[config.mk]
export PLATFORM = sky130hd
export DESIGN_NAME = byte_mask_memory_flat
export DESIGN_NICKNAME = d
export VERILOG_FILES = /design/src/rtl/byte_mask_memory_if.sv /design/src/rtl/byte_mask_memory.sv /design/src/flat_wrapper.sv
export SDC_FILE = /design/constraint.sdc
export NUM_CORES = 1
export LEC_CHECK = 0
export BUFFER_PORTS_ARGS = -buffer_cell sky130_fd_sc_hd__buf_2
export CAP_MARGIN = 20
export CORE_UTILIZATION = 62
export CTS_CLUSTER_SIZE = 8
export DETAILED_ROUTE_END_ITERATION = 6
export PLACE_DENSITY = 0.81
export SLEW_MARGIN = 25
export SYNTH_ARGS = -nofsm -noshare
export SYNTH_HDL_FRONTEND = slang
export SYNTH_SLANG_ARGS = --single-unit
[constraint.sdc]
create_clock -name i_clk -period 3.2 [get_ports i_clk]
set_clock_uncertainty 0.2 [all_clocks]
set_input_delay 0.64 -clock i_clk [delete_from_list [all_inputs] [get_ports i_clk]]
set_output_delay 0.64 -clock i_clk [all_outputs]
set_load 0.005 [all_outputs]
[src/rtl/byte_mask_memory_if.sv]
// Enable/write-strobe bus for byte_mask_memory: word address, write data,
// per-byte write enables and the registered read data coming back.
interface byte_mask_memory_if #(
  parameter int ADDR_W = 3,
  parameter int DATA_W = 32
);
  localparam int NBYTES = DATA_W / 8;

  logic [ADDR_W-1:0] addr;
  logic [DATA_W-1:0] data;
  logic              enb;
  logic              wr;
  logic [NBYTES-1:0] masked;
  logic [DATA_W-1:0] r_data;

  modport master (output addr, data, enb, wr, masked, input r_data);
  modport slave  (input addr, data, enb, wr, masked, output r_data);
endinterface

[src/rtl/byte_mask_memory.sv]
// Single-port RAM with per-byte write enables and one-cycle registered read.
// Define BMM_CLEAR_ON_RST_EN to make reset also zero every word of the array.
module byte_mask_memory #(
  parameter int ADDR_W = 3,
  parameter int DATA_W = 32
) (
  input  logic               i_clk,
  input  logic               i_rst,
  byte_mask_memory_if.slave  bus
);
  localparam int NBYTES = DATA_W / 8;
  localparam int DEPTH  = 2 ** ADDR_W;

  logic [DATA_W-1:0] r_mem [DEPTH];
  logic [DATA_W-1:0] r_rd_data;
  logic              w_wr_en;
  logic              w_rd_en;

  // Reset takes priority, so an access on a reset edge is dropped entirely.
  assign w_wr_en = bus.enb & bus.wr & ~i_rst;
  assign w_rd_en = bus.enb & ~bus.wr & ~i_rst;

`ifdef BMM_CLEAR_ON_RST_EN
  always_ff @(posedge i_clk) begin
    if (i_rst) begin
      for (int w = 0; w < DEPTH; w++) begin
        r_mem[w] <= '0;
      end
    end else if (w_wr_en) begin
      for (int b = 0; b < NBYTES; b++) begin
        if (bus.masked[b]) begin
          r_mem[bus.addr][8*b +: 8] <= bus.data[8*b +: 8];
        end
      end
    end
  end
`else
  // No reset on the array so it stays inferable as RAM; contents survive reset.
  always_ff @(posedge i_clk) begin
    if (w_wr_en) begin
      for (int b = 0; b < NBYTES; b++) begin
        if (bus.masked[b]) begin
          r_mem[bus.addr][8*b +: 8] <= bus.data[8*b +: 8];
        end
      end
    end
  end
`endif

  always_ff @(posedge i_clk) begin
    if (i_rst) begin
      r_rd_data <= '0;
    end else if (w_rd_en) begin
      r_rd_data <= r_mem[bus.addr];
    end
  end

  assign bus.r_data = r_rd_data;
endmodule

[src/flat_wrapper.sv]
// flat-port wrapper written by rule: the top's interface ports become plain ports
module byte_mask_memory_flat 
#(
  parameter int ADDR_W = 3,
  parameter int DATA_W = 32
)
  (i_clk, i_rst, bus_addr, bus_data, bus_enb, bus_wr, bus_masked, bus_r_data);
  byte_mask_memory_if #(.ADDR_W(ADDR_W), .DATA_W(DATA_W)) bus_i ();
  input  logic i_clk;
  input  logic i_rst;
  input wire logic [$bits(bus_i.addr)-1:0] bus_addr;
  input wire logic [$bits(bus_i.data)-1:0] bus_data;
  input wire logic [$bits(bus_i.enb)-1:0] bus_enb;
  input wire logic [$bits(bus_i.wr)-1:0] bus_wr;
  input wire logic [$bits(bus_i.masked)-1:0] bus_masked;
  output wire logic [$bits(bus_i.r_data)-1:0] bus_r_data;
  assign bus_i.addr = bus_addr;
  assign bus_i.data = bus_data;
  assign bus_i.enb = bus_enb;
  assign bus_i.wr = bus_wr;
  assign bus_i.masked = bus_masked;
  assign bus_r_data = bus_i.r_data;
  byte_mask_memory #(.ADDR_W(ADDR_W), .DATA_W(DATA_W)) u_core (.i_clk(i_clk), .i_rst(i_rst), .bus(bus_i));
endmodule
-- Word-level counts from Yosys, hierarchy flattened
Memory sizes are Yosys's and may differ from the RTL's. A register that Yosys moved wholly into a read port is not among the register bits.
Index checks and enable logic that the tools add are counted.
- register bits after elaboration: 0
- latch bits: 0
- memory bits (writable): 256
- bits in read-only memories: 0
- bits of input ports: 43
- output and inout port bits: 32
- word-level logic and storage cells: 19
- memories: 1
- memories (name ; depth ; bits a word ; read ports ; clocked after memory_dff ; write ports ; line ; RTL):
    u_core.r_mem ; 8 ; 32 ; 1 ; 1 ; 1 ; byte_mask_memory.sv:14 ; logic [DATA_W-1:0] r_mem [DEPTH];
- add/sub/neg operators: 0
- multipliers: 0
- div/mod/pow operators: 0
- magnitude comparators: 0
- equal/unequal tests: 0
- shift-type cells: 0
- muxes and demuxes: 12
- bitwise gates (word level): 6
- reduce and logical (&&, ||, !) cells: 0
- operators with widths (kind ; count):
    $mux 1 ; 12
    $and 1x1->1 ; 4
    $not 1->1 ; 2

-- Logic depth before layout (Yosys ltp)
- word-level depth: 4
- mapped depth: 7
- depth with buffers taken out: 4

-- Worst setup path after synthesis
OpenSTA, ideal clock, no wires.
- path kind: in2reg
- from: in bus_addr[1]
- to: mem u_core.r_mem[6][10] (enable)
- setup time: 0.383 ns
- data arrival time: 1.847 ns
- required time: 2.617 ns
- slack: 0.769 ns
- cell stages on the path: 4
- buffers on the path: 2
- cells stage by stage: buf_2 nand2_1 clkbuf_1 nor3_1
- RTL lines (what ; line ; RTL):
    start, declared ; flat_wrapper.sv:11 ; input wire logic [$bits(bus_i.addr)-1:0] bus_addr;
    end, declared ; byte_mask_memory.sv:14 ;
No word-level cell before the write port.

==> reports/qor.yml <==
r2r_cells: 3
path_delay_family: "buffers and inverters"
post_cts_buffers: 0
syn_inst: 641
postLayoutSetupSlackWorst_ns: 0.939
nets: 812
routed_wl_um: 25200
hold_viol_final: 0
async_reset_ff_frac: 0
min_period_ns: 2.26
status: "complete, but fails checks"
cpMaxStageDelayCell: "or2_2"
grt.total_usage: 0.290
vias_per_cell: 6.46
clk-insertion-delay-late_ns: 0.51
clockRootBuffer: "clkbuf_16"
synth_edf_count: 256
ctsHtreeMaxLevel: 2
placementRows: 48
worstMarginPinSlew_ns: 0.725
crit_fanout: 20
numCtsBuffers: 41
synth_area_leaders: "edfxtp_1 71%, dfxtp_1 5.9%, mux2i_1 5.8%"
worstPathRequired_ns: 3.36
design.core.area_sq_mm: 0.0172
rsz0062_at_grt: "false"
power_density_mw_per_mm2: 653
synth_top_area_cell: "edfxtp_1"
yosysTopAreaCellShare: 0.707
stdcell_area_sq_mm: 0.0129
violations: "DRC"
r2r-start: "u_core.r_mem[4][26]$_DFFE_PP_"
synthFlopType: "edfxtp_1"
crit_arrival_ns: 2.42
worst_ir_drop_vdd_v: 0.000478
synth_common_cells: "256 x edfxtp_1, 74 x a21oi_1, 63 x mux2i_1, 39 x a22o_1, 32 x dfxtp_1"
critPathCaptureType: "flop"
place.gp.congestion: 0.806
ios: 75
reg2reg_to: "u_core.bus.r_data[26]$_SDFFE_PP0P_"
slowest_delay_ns: 0.47
seq_area_frac_synth: 0.766
synth_nets: 684
hold_path.class: "primary input to flop"
cts_hold_buf: 0
synth.distinct_cells: 33
drive_gt1_frac: 0.238
drv_slew: 0
antenna_found_initial: 1
wl_per_cell_um: 24.6
fp.dieH_um: 134
overflow: 0
cts_sinks: 288
crit_chain: "buf_2, or2_2, buf_4, o22ai_1, a221oi_1, a21oi_1"
yosys_warnings: 0
crit_start: "bus_addr[2]"
vias: 6592
fin_crit_sh: 0.707
dieArea_sq_mm: 0.0181
drv_cap: 0
setup_viol: 0
ys_ff_latch: 288
endpoint: "u_core.bus.r_data[13]$_SDFFE_PP0P_"
hold_path_depth: 1
drtIter0Drc: 667
critPathKind: "primary input to flop"
ff2ff_setup_slack_ns: 1.61
tns_ns: 0
post_cts_resized: 0
path_clk_slew_ns: 0.05
drc: 1
synth_most_common_cell: "edfxtp_1"
syn_to_final_growth_pct: 18.6
total_leakage_power_nw: 4.63
clk_path_buf_depth: 3
critPathLaunchType: "primary input"
cts_tree: "yes"
grt_max_degree: 65
fin_hold_ws_ns: 0.200
dp_hpwl_um: 15000
start_util: 0.631
grt_pass1_vias: 6760
fmax_ghz: 0.442
postPlaceCellArea_sq_mm: 0.0118
cp_num_cells: 6
dr.pass1.iters: 7
path_buf_inv: 2
syn-cell-area_sq_mm: 0.0109
syn_area_per_cell_sq_um: 17.0
grt_pass1_wl_um: 38000
pre_cts_ws_ns: 0.472
ant_nets: 0
slew_headroom: 0.516
portBuffers: 74
die_x_um: 134
[report_power, final]
| group | total, mW | leakage [nW] | internal, mW | switching, mW |
|---|---|---|---|---|
| clock network | 3.81 | 0.538 | 2.37 | 1.44 |
| logic | 0.439 | 1.52 | 0.170 | 0.269 |
| registers | 4.18 | 2.57 | 4.15 | 0.0242 |
| total | 8.43 | 4.63 | 6.69 | 1.74 |
[stage by stage]
| step | cells | util | total power [mW] |
|---|---|---|---|
| final | 1021 | 0.748 | 8.43 |
| after global routing | 1021 | 0.748 | 8.66 |
| after CTS | 1020 | 0.748 | 8.46 |
| after detailed placement | 951 | 0.682 | 4.68 |
| after global placement | 951 | 0.682 | 4.66 |
| after floorplan | 641 | - | 4.48 |
[cells by family (layout without fill, tap and decap cells)]
family                 after synthesis  after routing  share of synthesized area
multiplexers                        75             75                     0.0818
other                                0              1                          0
AND/OR/NAND/NOR                     58             58                     0.0261
flip-flops                         288            288                      0.766
AO/OA/AOI/OAI                      169            169                      0.104
buffers and inverters               51            205                     0.0224
[routing by layer]
layer  vias to the layer above  wire [um]  part of all wire  GRT usage
li1                       2844          -                 -          -
met1                      3281       9630              0.38      0.390
met2                       386      12600              0.50      0.469
met3                        81       2060             0.082     0.0469
met4                         0        822             0.033      0.140
met5                         -          0                 0          0
[state kept, by name, indices dropped and copies added, names as in the netlist]
register and flops:
u_core.r_mem 256, u_core.bus.r_data 32
[worst reg2reg max path: stages (launching register included)]
cell and delay, ns:
edfxtp_1 0.41, a22o_1 0.23, a221oi_1 0.47, a21oi_1 0.14
[cell type report]
class	instances	area, sq um
Tap cell	225	282
Sequential cell	288	8330
Fill cell	955	4340
Antenna cell	1	2.50
Clock buffer	69	1130
Multi-Input combinational cell	302	2310
Inverter	5	18.8
Timing Repair Buffer	131	826
[worst min-delay path by stage]
stage / from / endpoint / slack, ns
after global routing: bus_data[15] / u_core.r_mem[1][15]$_DFFE_PP_ / 0.20
after detailed placement: u_core.bus.r_data[26]$_SDFFE_PP0P_ / u_core.bus.r_data[26]$_SDFFE_PP0P_ / 0.30
final: bus_data[15] / u_core.r_mem[1][15]$_DFFE_PP_ / 0.20
after CTS: bus_data[27] / u_core.r_mem[0][27]$_DFFE_PP_ / 0.19
after floorplan: u_core.bus.r_data[29]$_SDFFE_PP0P_ / u_core.bus.r_data[29]$_SDFFE_PP0P_ / 0.30
after global placement: u_core.bus.r_data[27]$_SDFFE_PP0P_ / u_core.bus.r_data[27]$_SDFFE_PP0P_ / 0.29
[layout by cell type (no fill, tap or decap), types with 11 or more instances in the layout]
| cell | instances |
|---|---|
| mux2i_1 | 63 |
| buf_4 | 56 |
| clkbuf_1 | 28 |
| clkbuf_16 | 41 |
| nor2_1 | 18 |
| edfxtp_1 | 256 |
| dfxtp_1 | 32 |
| o22ai_1 | 29 |
| mux4_2 | 11 |
| nor3_1 | 16 |
| a21oi_1 | 74 |
| a221oi_1 | 19 |
| buf_2 | 73 |
| a22o_1 | 39 |
(Power assumes the default switching activity.)
